[config.mk]
export PLATFORM = sky130hd
export DESIGN_NAME = wide_add_seq
export DESIGN_NICKNAME = d
export VERILOG_FILES = /design/src/rtl/wide_add_pkg.sv /design/src/rtl/prefix_add_slice.sv /design/src/rtl/wide_add_seq.sv
export SDC_FILE = /design/constraint.sdc
export NUM_CORES = 1
export LEC_CHECK = 0
export CELL_PAD_IN_SITES_DETAIL_PLACEMENT = 1
export CELL_PAD_IN_SITES_GLOBAL_PLACEMENT = 1
export CORE_ASPECT_RATIO = 0.75
export CORE_MARGIN = 2
export CORE_UTILIZATION = 38
export CTS_CLUSTER_SIZE = 16
export DETAILED_ROUTE_END_ITERATION = 10
export HOLD_SLACK_MARGIN = 0.08
export PLACE_DENSITY_LB_ADDON = 0.1
export SYNTH_ARGS = -nofsm -noshare
export SYNTH_HDL_FRONTEND = slang
export SYNTH_SLANG_ARGS = --single-unit
export TNS_END_PERCENT = 20
[constraint.sdc]
create_clock -name clk -period 7 [get_ports clk]
set_clock_uncertainty 0.1 [all_clocks]
set_input_delay 1.4 -clock clk [delete_from_list [all_inputs] [get_ports clk]]
set_output_delay 1.4 -clock clk [all_outputs]
set_load 0.05 [all_outputs]
[src/rtl/wide_add_pkg.sv]
// Shared types and helpers for the multi-word add/subtract sequencer.
package wide_add_pkg;

    // Sequencer states.
    typedef enum logic [1:0] {
        IDLE = 2'd0,
        RUN  = 2'd1,
        DONE = 2'd2
    } state_t;

    // Default width of the shared prefix adder slice.
    localparam int unsigned DEFAULT_WIDTH = 24;

    // Signed overflow: the first three terms recover the carry into the MSB,
    // which is then compared against the carry out of the MSB.
    function automatic logic signed_ovf(
        input logic a_msb,
        input logic b_msb,
        input logic sum_msb,
        input logic cout
    );
        return a_msb ^ b_msb ^ sum_msb ^ cout;
    endfunction

endpackage

[src/rtl/prefix_add_slice.sv]
// Combinational WIDTH-bit parallel-prefix (Kogge-Stone style) adder slice.
// The carry-in is folded in as the generate of an extra bit below bit 0.
module prefix_add_slice
    import wide_add_pkg::*;
#(
    parameter int unsigned WIDTH = DEFAULT_WIDTH
) (
    input  logic [WIDTH-1:0] a,
    input  logic [WIDTH-1:0] b,
    input  logic             cin,
    output logic [WIDTH-1:0] sum,
    output logic             cout
);

    localparam int unsigned N      = WIDTH + 1;
    localparam int unsigned LEVELS = $clog2(N);

    logic [N-1:0] g_bit;
    logic [N-1:0] p_bit;
    logic [N-1:0] g_grp;

    // Bit-level generate/propagate, with cin occupying position 0.
    always_comb begin
        g_bit = {a & b, cin};
        p_bit = {a ^ b, 1'b0};
    end

    // Prefix tree: level l combines each position with the one 2**l below it.
    always_comb begin
        logic [N-1:0] g;
        logic [N-1:0] p;
        logic [N-1:0] gn;
        logic [N-1:0] pn;
        int unsigned  span;
        g    = g_bit;
        p    = p_bit;
        gn   = '0;
        pn   = '0;
        span = 0;
        for (int unsigned lvl = 0; lvl < LEVELS; lvl++) begin
            span = 32'd1 << lvl;
            gn   = g;
            pn   = p;
            for (int unsigned i = 0; i < N; i++) begin
                if (i >= span) begin
                    gn[i] = g[i] | (p[i] & g[i - span]);
                    pn[i] = p[i] & p[i - span];
                end
            end
            g = gn;
            p = pn;
        end
        g_grp = g;
    end

    // Group generate at position i is the carry into bit i of the operands.
    always_comb begin
        sum  = p_bit[WIDTH:1] ^ g_grp[WIDTH-1:0];
        cout = g_grp[WIDTH];
    end

endmodule

[src/rtl/wide_add_seq.sv]
// Multi-word add/subtract sequencer: one shared WIDTH-bit prefix slice is
// stepped across WORDS chunks, least-significant first, with a registered carry.
module wide_add_seq
    import wide_add_pkg::*;
#(
    parameter int unsigned WIDTH = DEFAULT_WIDTH,
    parameter int unsigned WORDS = 4,
    parameter int unsigned IDXW  = $clog2(WORDS)
) (
    input  logic                   clk,
    input  logic                   rst_n,
    input  logic                   clr,
    input  logic                   in_valid,
    output logic                   in_ready,
    input  logic [WIDTH*WORDS-1:0] in_a,
    input  logic [WIDTH*WORDS-1:0] in_b,
    input  logic                   in_sub,
    input  logic                   in_cin,
    output logic                   out_valid,
    input  logic                   out_ready,
    output logic [WIDTH*WORDS-1:0] out_sum,
    output logic                   out_cout,
    output logic                   out_ovf,
    output logic                   busy
);

    state_t state;
    state_t state_next;

    logic [IDXW-1:0]             idx;
    logic                        carry;
    logic [WORDS-1:0][WIDTH-1:0] a_reg;
    logic [WORDS-1:0][WIDTH-1:0] b_reg;
    logic [WORDS-1:0][WIDTH-1:0] sum_reg;
    logic                        cout_reg;
    logic                        ovf_reg;

    logic [WIDTH-1:0] a_chunk;
    logic [WIDTH-1:0] b_chunk;
    logic [WIDTH-1:0] s_chunk;
    logic             s_cout;
    logic             last;

    // Select the current chunk of both operands for the shared slice.
    always_comb begin
        a_chunk = a_reg[idx];
        b_chunk = b_reg[idx];
        last    = (idx == IDXW'(WORDS - 1));
    end

    prefix_add_slice #(
        .WIDTH (WIDTH)
    ) u_slice (
        .a    (a_chunk),
        .b    (b_chunk),
        .cin  (carry),
        .sum  (s_chunk),
        .cout (s_cout)
    );

    // State register.
    always_ff @(posedge clk or negedge rst_n) begin
        if (!rst_n) begin
            state <= IDLE;
        end else begin
            state <= state_next;
        end
    end

    // Next-state logic; clr wins over any accept or completion.
    always_comb begin
        state_next = state;
        if (clr) begin
            state_next = IDLE;
        end else begin
            case (state)
                IDLE:    if (in_valid)  state_next = RUN;
                RUN:     if (last)      state_next = DONE;
                DONE:    if (out_ready) state_next = IDLE;
                default:                state_next = IDLE;
            endcase
        end
    end

    // Operand capture, per-chunk sum write-back and final flag capture.
    always_ff @(posedge clk or negedge rst_n) begin
        if (!rst_n) begin
            idx      <= '0;
            carry    <= 1'b0;
            a_reg    <= '0;
            b_reg    <= '0;
            sum_reg  <= '0;
            cout_reg <= 1'b0;
            ovf_reg  <= 1'b0;
        end else if (clr) begin
            idx <= '0;
        end else begin
            case (state)
                IDLE: begin
                    if (in_valid) begin
                        a_reg <= in_a;
                        b_reg <= in_sub ? ~in_b : in_b;
                        carry <= in_sub ? 1'b1 : in_cin;
                        idx   <= '0;
                    end
                end
                RUN: begin
                    sum_reg[idx] <= s_chunk;
                    carry        <= s_cout;
                    if (last) begin
                        idx      <= '0;
                        cout_reg <= s_cout;
                        ovf_reg  <= signed_ovf(a_chunk[WIDTH-1], b_chunk[WIDTH-1],
                                               s_chunk[WIDTH-1], s_cout);
                    end else begin
                        idx <= idx + IDXW'(1);
                    end
                end
                default: ;
            endcase
        end
    end

    // Handshake and status outputs decode directly from the state register.
    always_comb begin
        in_ready  = (state == IDLE);
        out_valid = (state == DONE);
        busy      = (state != IDLE);
        out_sum   = sum_reg;
        out_cout  = cout_reg;
        out_ovf   = ovf_reg;
    end

endmodule

==> impl_metrics.ini, run 1 <==
[run_status]
outcome = finished, final reports clean

[synthesis]
synth_edf_count = 0
seq_area_frac_synth_pct = 51.3
ys.flop_type = dfrtp_1
synthArstFlopShare_pct = 100
synth_most_common_cell = dfrtp_1
synth_common_cells = dfrtp_1, a21oi_1, nand2_1
netlist.area_leader.share_pct = 51.3
yosysWarnings = 0
postSynthAreaPerCell_um2 = 11.2
ys_ff_latch = 295
synth_cell_types = 54
ys_top_cells_by_area = dfrtp_1, mux2_2, mux4_2
syn-cell-area_um2 = 14400
synthesis.nets = 1515
synthCells = 1287
yosysTopAreaCell = dfrtp_1

[clocking]
clock_latency_ns = 0.58
clkTransAtPathRegs_ns = 0.06
postCtsResizedCells = 0
cts_setup_buffers = 0
cts_buffer_depth = 3
clkSinkCount = 295
numCtsBuffers = 31
cts_root_buf = clkbuf_16
postCtsHoldBufs = 0
htreeDepth = 1
cts_tree = yes

[detailed_routing]
ant_nets = 0
totalWireLength_um = 44000
vias_per_cell = 5.23
drt_iter0_markers = 636
dr.pass1.iters = 5
vias = 10800
wl_per_cell_um = 21.2
drc = 0

[timing]
min_period_ns = 4.56
max-slew-margin-rel_pct = 28.9
setup_viol = 0
worstMarginPinSlew_ns = 1.06
fmax_mhz = 219
timing.final.crit_share_pct = 65.2
timing.final.max_slew_violations = 0
tns_ns = 0
layout_setup_ws_ns = 2.44
hold_viol_final = 0
rsz0062_at_grt = no

[setup_path]
rr_startpoint = idx[0]
worstPathMaxFanout = 34
ff2ff_path_depth = 9
worstSetupEndpointType = register
crit_buf_inv = 1
crit_type = reg2reg
crit_path_max_incr_delay_ns = 0.90
path_cells = buf_4 > mux4_2 > ha_1 > nand2_1 > nor3_1 > nor3b_1 > mux2_2 > a41oi_1 > nand2_1
r2r-end = out_sum[46]
cp_common_cell = nand2_1
cp-start-kind = register
cp.arrival_ns = 4.91
worstPathRequired_ns = 7.35
crit_start = idx[0]
worstSetupEndpoint = out_sum[46]
critPathTopFamily = simple AND/OR/NAND/NOR gates
cpMaxStageDelayCell = dfrtp_4
cp.depth = 9
r2r_slack_ns = 2.44

[placed_design]
port_buffers = 299
place_area_um2 = 17800
dp_hpwl_um = 32000
gp_congestion = 0.871
place_ws_ns = 2.39

[global_routing]
track_usage_pct = 22.4
antenna_found_initial = 2
grt_overflow = 0
grt_pass1_vias = 11500
grt_max_degree = 174
grt_pass1_wl_um = 69600

[die]
die_h_um = 173
die_x_um = 229
fp.coreArea_um2 = 37200
num_rows = 61
start_util_pct = 38.7
io_pins = 300
die_area_um2 = 39500

[pwr]
p_leak_uw = 0.00755
peakVddDrop_mv = 0.232
powerDensity_nw_per_um2 = 382

[cells_and_area]
fin_area_um2 = 18800
syn2layout_area_growth_pct = 30.8
final_layout_size_suffix_gt1_share_pct = 14.1
nets = 1771
n_fill_cell = 4030

[hold_path]
hold_path.class = reg2reg

[job]
cap_violations = 0
==> cell type report <==
class	count	area [um2]	area share, %
Sequential cell	295	7390	39.2
Multi-Input combinational cell	896	6630	35.2
Timing Repair Buffer	311	3110	16.5
Clock buffer	49	943	5.01
Tap cell	504	631	3.35
Clock inverter	8	100	0.531
Inverter	8	30.0	0.159
Antenna cell	2	5.00	0.0266
==> layout by cell type, fill, tap and decap left out, types with 18 or more instances in the layout <==
cell             Yosys  layout
nor3_1              18      18
a21oi_1            121     121
nand2_1            120     119
mux4_2              48      48
xnor2_1            103     103
nor2_1             116     116
ha_1                28      28
dfrtp_1            295     293
clkdlybuf4s50_1      0     297
clkbuf_16            0      31
mux2_2             100     100
o21ai_0            101     101
==> power breakdown <==
| group | internal [uW] | switching (uW) | total, uW |
|---|---|---|---|
| sequential | 2140 | 268 | 2410 |
| combinational | 1130 | 1970 | 3100 |
| clock | 994 | 689 | 1680 |
| total | 4270 | 2930 | 7200 |
==> worst min path at each step <==
stage | from | to | depth (start not counted)
6_report | out_sum[33] | out_sum[33] | 2
5_1_grt | out_cout | out_cout | 2
4_1_cts | out_sum[51] | out_sum[51] | 2
3_5_place_dp | out_sum[51] | out_sum[51] | 2
3_3_place_gp | out_sum[82] | out_sum[82] | 2
2_1_floorplan | a_reg[71] | a_reg[71] | 1
==> worst register-to-register path: stages (launching register included) <==
cell and delay [ns]:
dfrtp_4 0.90, buf_4 0.54, mux4_2 0.57, ha_1 0.73
nand2_1 0.16, nor3_1 0.74, nor3b_1 0.14, mux2_2 0.30
a41oi_1 0.19, nand2_1 0.07
==> metrics by stage <==
| stage | std cells | total power [uW] | utilization, % | hold WS (ns) |
|---|---|---|---|---|
| floorplan | 1287 | 4360 | - | 0.375 |
| global placement | 2014 | 5490 | 47.8 | 0.363 |
| detailed placement | 2014 | 5560 | 47.8 | 0.370 |
| CTS | 2071 | 7280 | 50.6 | 0.384 |
| global route | 2073 | 7610 | 50.6 | 0.413 |
| finish | 2073 | 7200 | 50.6 | 0.377 |
==> cells by family (layout without fill, tap and decap cells) <==
group,Yosys count,after routing,synth area share [%]
AO/OA/AOI/OAI,292,292,11.6
XOR/XNOR,113,113,6.87
adder cells (fa/ha/maj),29,29,2.57
buffers and inverters,96,376,2.75
flip-flops,295,295,51.3
multiplexers,152,152,15.6
other,0,2,0
AND/OR/NAND/NOR,310,310,9.38
==> per-layer routing <==
metal	wire [um]	vias to the layer above	track usage (%)
met4	893	0	4.46
met3	1640	53	3.48
met5	0	-	0
met2	21500	234	37.8
met1	19900	5475	31.0
li1	-	5072	-
No activity file was read; power rests on OpenSTA's default activity.
==> inputs of run 2 (changes only) <==
==> constraint.sdc (replaced) <==
create_clock -name clk -period 4.78 [get_ports clk]
set_clock_uncertainty 0.1 [all_clocks]
set_input_delay 0.956 -clock clk [delete_from_list [all_inputs] [get_ports clk]]
set_output_delay 0.956 -clock clk [all_outputs]
set_load 0.05 [all_outputs]
==> run 2 against run 1 <==
- first-iteration DRC count rose by 23%
- sequential power is 46% higher
- largest power group unchanged
- critical path depth unchanged
- design area rose by 0.52%
==> impl_metrics.ini, run 2 (synthesized netlist as in run 1, its figures left out) <==
[clocking]
clkTransAtPathRegs_ns = 0.07
cts_setup_buffers = 0
clock_latency_ns = 0.57
htreeDepth = 1
postCtsHoldBufs = 0
postCtsResizedCells = 0
cts_tree = yes
cts_root_buf = clkbuf_16
cts_buffer_depth = 3
numCtsBuffers = 30
clkSinkCount = 295

[global_routing]
grt_overflow = 0
grt_max_degree = 100
grt_pass1_vias = 11600
grt_pass1_wl_um = 69500
track_usage_pct = 22.6
antenna_found_initial = 1

[pwr]
p_leak_uw = 0.00759
powerDensity_nw_per_um2 = 558
power_uw = 10600
peakVddDrop_mv = 0.271

[cells_and_area]
final_layout_size_suffix_gt1_share_pct = 14.2
fin_area_um2 = 18900
syn2layout_area_growth_pct = 31.5
layout_commonest_cell = clkdlybuf4s50_1
multiInputGateArea_um2 = 6630
final_core_util_pct = 50.8
regArea_um2 = 7390
layout_common_cells = clkdlybuf4s50_1, dfrtp_1, a21oi_1
antenna_cells = 0
nets = 1778
n_fill_cell = 3979

[setup_path]
cp-start-kind = register
worstSetupEndpointType = register
ff2ff_path_depth = 9
r2r-end = out_sum[38]
rr_startpoint = idx[0]
r2r_slack_ns = 0.65
cp.arrival_ns = 4.45
worstPathRequired_ns = 5.09
worstPathMaxFanout = 23
crit_type = reg2reg

[timing]
max-slew-margin-rel_pct = 42.9
worstMarginPinSlew_ns = 0.856
timing.final.crit_share_pct = 86.5
setup_viol = 0
tns_ns = 0
min_period_ns = 4.13
hold_viol_final = 0
rsz0062_at_grt = no
fmax_mhz = 242
timing.final.max_slew_violations = 0

[die]
fp.coreArea_um2 = 37200
die_x_um = 229
die_h_um = 173
num_rows = 61
die_area_um2 = 39500
io_pins = 300
start_util_pct = 38.7

[detailed_routing]
drt_iter0_markers = 785
vias_per_cell = 5.21
ant_nets = 0
drc = 0
totalWireLength_um = 44000
vias = 10800
wl_per_cell_um = 21.2
dr.pass1.iters = 5

[run_status]
outcome = finished, final reports clean

[placed_design]
gp_congestion = 0.830
place_area_um2 = 17900
dp_hpwl_um = 32300
port_buffers = 299

[job]
cap_violations = 0

[hold_path]
hold_path.class = in2async
## run 2: through the flow
stage                     cells  hold WS (ns)  setup WS [ns]
after floorplan            1287         0.375          0.993
after global placement     2022         0.362          0.729
after detailed placement   2022         0.370          0.677
after CTS                  2077         0.336          0.663
after global routing       2077         0.364          0.325
final                      2077         0.309          0.646
## run 2: critical path, cell delays in order, from the launching register on
cell and delay, ns:
dfrtp_4 0.75, mux4_2 0.60, ha_1 0.48, and2_0 0.20, o21ai_0 0.14, o21ai_1 0.16
o31ai_1 0.60, nand2_1 0.35, xnor2_1 0.42, o21ai_0 0.13
## run 2: per-layer routing
metal  track usage (%)  vias to the layer above  routed length [um]
met2              37.8                      226               21200
met3              3.36                       40                1910
met4              3.44                        0                 582
li1                  -                     5065                   -
met5                 0                        -                   0
met1              31.8                     5488               20400
## run 2: report_power, final
part / leakage, uW / internal [uW] / switching (uW)
clock: 0.000497 / 1470 / 1010
sequential: 0.00354 / 3140 / 377
combinational: 0.00355 / 1670 / 2900
## run 2: layout make-up
class | count | area share, %
clock buffer | 46 | 4.61
clock inverter | 9 | 0.800
inverter | 8 | 0.159
multi-input combinational | 896 | 35.0
tap | 504 | 3.33
timing repair buffer | 319 | 17.1
sequential | 295 | 39.0
## run 2: worst max path at each step
stage,startpoint,endpoint,cells past startpoint
global route,idx[0],out_sum[46],10
detailed placement,idx[0],out_sum[70],10
finish,idx[0],out_sum[38],9
global placement,idx[0],out_sum[46],10
floorplan,idx[0],out_sum[80],11
CTS,idx[0],out_sum[22],10
==> RTL edit (settings of run 1) <==
The package constant `DEFAULT_WIDTH` goes from 24 to 48.
--- a/src/rtl/wide_add_pkg.sv
+++ b/src/rtl/wide_add_pkg.sv
@@ -9,7 +9,7 @@
     } state_t;
 
     // Default width of the shared prefix adder slice.
-    localparam int unsigned DEFAULT_WIDTH = 24;
+    localparam int unsigned DEFAULT_WIDTH = 48;
 
     // Signed overflow: the first three terms recover the carry into the MSB,
     // which is then compared against the carry out of the MSB.
Ports: changed (resized in_a, in_b and out_sum); port bits go from 300 to 588. The function was not compared with the original's and may differ.
==> RTL edit against run 1 <==
Count of clock-buffer cells in the layout rose by 51; total power up 100%; hold slack about the same; final area up 94%; die area grew 90%; wire length rose by 110%; via count up 92%; worst setup slack got worse by 590 ps; synthesized area rose by 92%; non-clock buffer count grew 291; final cell count grew 91%; sequential cell count rose by 288; combinational power grew 100%; critical path type unchanged; critical endpoint is now out_ovf$_DFFE_PN0P_.
==> RTL edit: results (changes against run 1) <==
Synthesis
  – Seq/Total Area, Yosys: 52.8% (was 51.3%)
  – Register bit total from synthesis: 583 (was 295)
  – Synth area leaders: dfrtp_1, mux2_2, mux4_2 (unchanged)

Routing
  – Met2 routed WL: 43.2 mm (was 21.5 mm)
  – Wire length on met3: 5.04 mm (was 1.64 mm)
  – DRT Wirelength: 94.1 mm (was 44.0 mm)

GRT
  – Gr usage total: 25.1% (was 22.4%)
  – First-pass GRT wire length: 141 mm (was 69.6 mm)
  – M3 GR Usage: 5.03% (was 3.48%)
  – Met2 Use GR: 38.8% (was 37.8%)
  – Initial antenna violation count: 19 (was 2)
  – M1 GR Usage: 36.2% (was 31.0%)

Power and ir drop
  – Pleak: 14.7 nW (was 7.55 nW)
  – Sw frac: 41.6% (was 40.7%)
  – Peak supply drop: 0.156 mV (was 0.232 mV)
  – Combinational power: 0.00635 W (was 0.00310 W)
  – Seq pwr: 0.00478 W (was 0.00241 W)

Status
  – Status: completed (unchanged)

Clocking
  – CTS H-tree depth: 3 (was 1)

Cells and area
  – NonClk Buf Share: 16.7% (was 16.5%)
  – Fraction of area in multi-input gates: 33.8% (was 35.2%)
  – Nonclk buf count: 602 (was 311)
  – Multi-input gates: 1,663 (was 896)
  – Inverters: 25 (was 8)

Setup path
  – Reg-to-reg slack, setup: 1840 ps (was 2440 ps)
  – Crit path to: out_ovf$_DFFE_PN0P_ (was out_sum[46]$_DFFE_PN0P_)
  – FF-to-FF Start: idx[1]$_DFFE_PN0P_ (was idx[0]$_DFFE_PN0P_)
  – Crit path max fanout: 59 (was 34)
  – Max incr delay on CP: 1080 ps (was 900 ps)
  – Worst Setup SP: idx[1]$_DFFE_PN0P_ (was idx[0]$_DFFE_PN0P_)

Timing
  – Relative max-transition margin: 21.7% (was 28.9%)
==> RTL edit: worst max-delay path, delay by kind of cell, from the launching register on <==
kind | cells | cell delay (ps)
muxes | 1 | 410
AOI/OAI and AO/OA | 7 | 1900
DFF | 1 | 1080
and+or+nand+nor | 1 | 100
buffers and inverters | 1 | 720
adders and majority gates | 1 | 390
xor gates and xnor gates | 1 | 210
==> RTL edit: worst min path at each step <==
| stage | start | endpoint | slack, ps | cells past startpoint |
|---|---|---|---|---|
| global placement | out_sum[144]$_DFFE_PN0P_ | out_sum[144]$_DFFE_PN0P_ | 360 | 2 |
| global route | out_sum[2]$_DFFE_PN0P_ | out_sum[2]$_DFFE_PN0P_ | 400 | 2 |
| floorplan | a_reg[117]$_DFFE_PN0P_ | a_reg[117]$_DFFE_PN0P_ | 380 | 1 |
| CTS | out_sum[2]$_DFFE_PN0P_ | out_sum[2]$_DFFE_PN0P_ | 380 | 2 |
| finish | out_sum[2]$_DFFE_PN0P_ | out_sum[2]$_DFFE_PN0P_ | 380 | 2 |
| detailed placement | out_sum[133]$_DFFE_PN0P_ | out_sum[133]$_DFFE_PN0P_ | 370 | 2 |
==> RTL edit: metrics by stage <==
stage                     hold slack, ps  cells  power (W)  worst slack, ps  utilization, %
final                                377   3956     0.0146             1840            50.8
after global routing                 396   3950     0.0154             1460            50.8
after CTS                            383   3944     0.0147             1820            50.8
after detailed placement             370   3830     0.0111             1840            47.8
after global placement               361   3830     0.0110             1880            47.8
after floorplan                      375   2432    0.00858             2720               -
==> RTL edit: logic make-up after synthesis <==
logic type,Yosys count,synth area share (%)
xor+xnor,237,7.51
simple gates,522,7.62
buf+inv,186,2.57
compound gates,561,11.3
fa+ha+maj,53,2.43
mux,290,15.7
flops,583,52.8
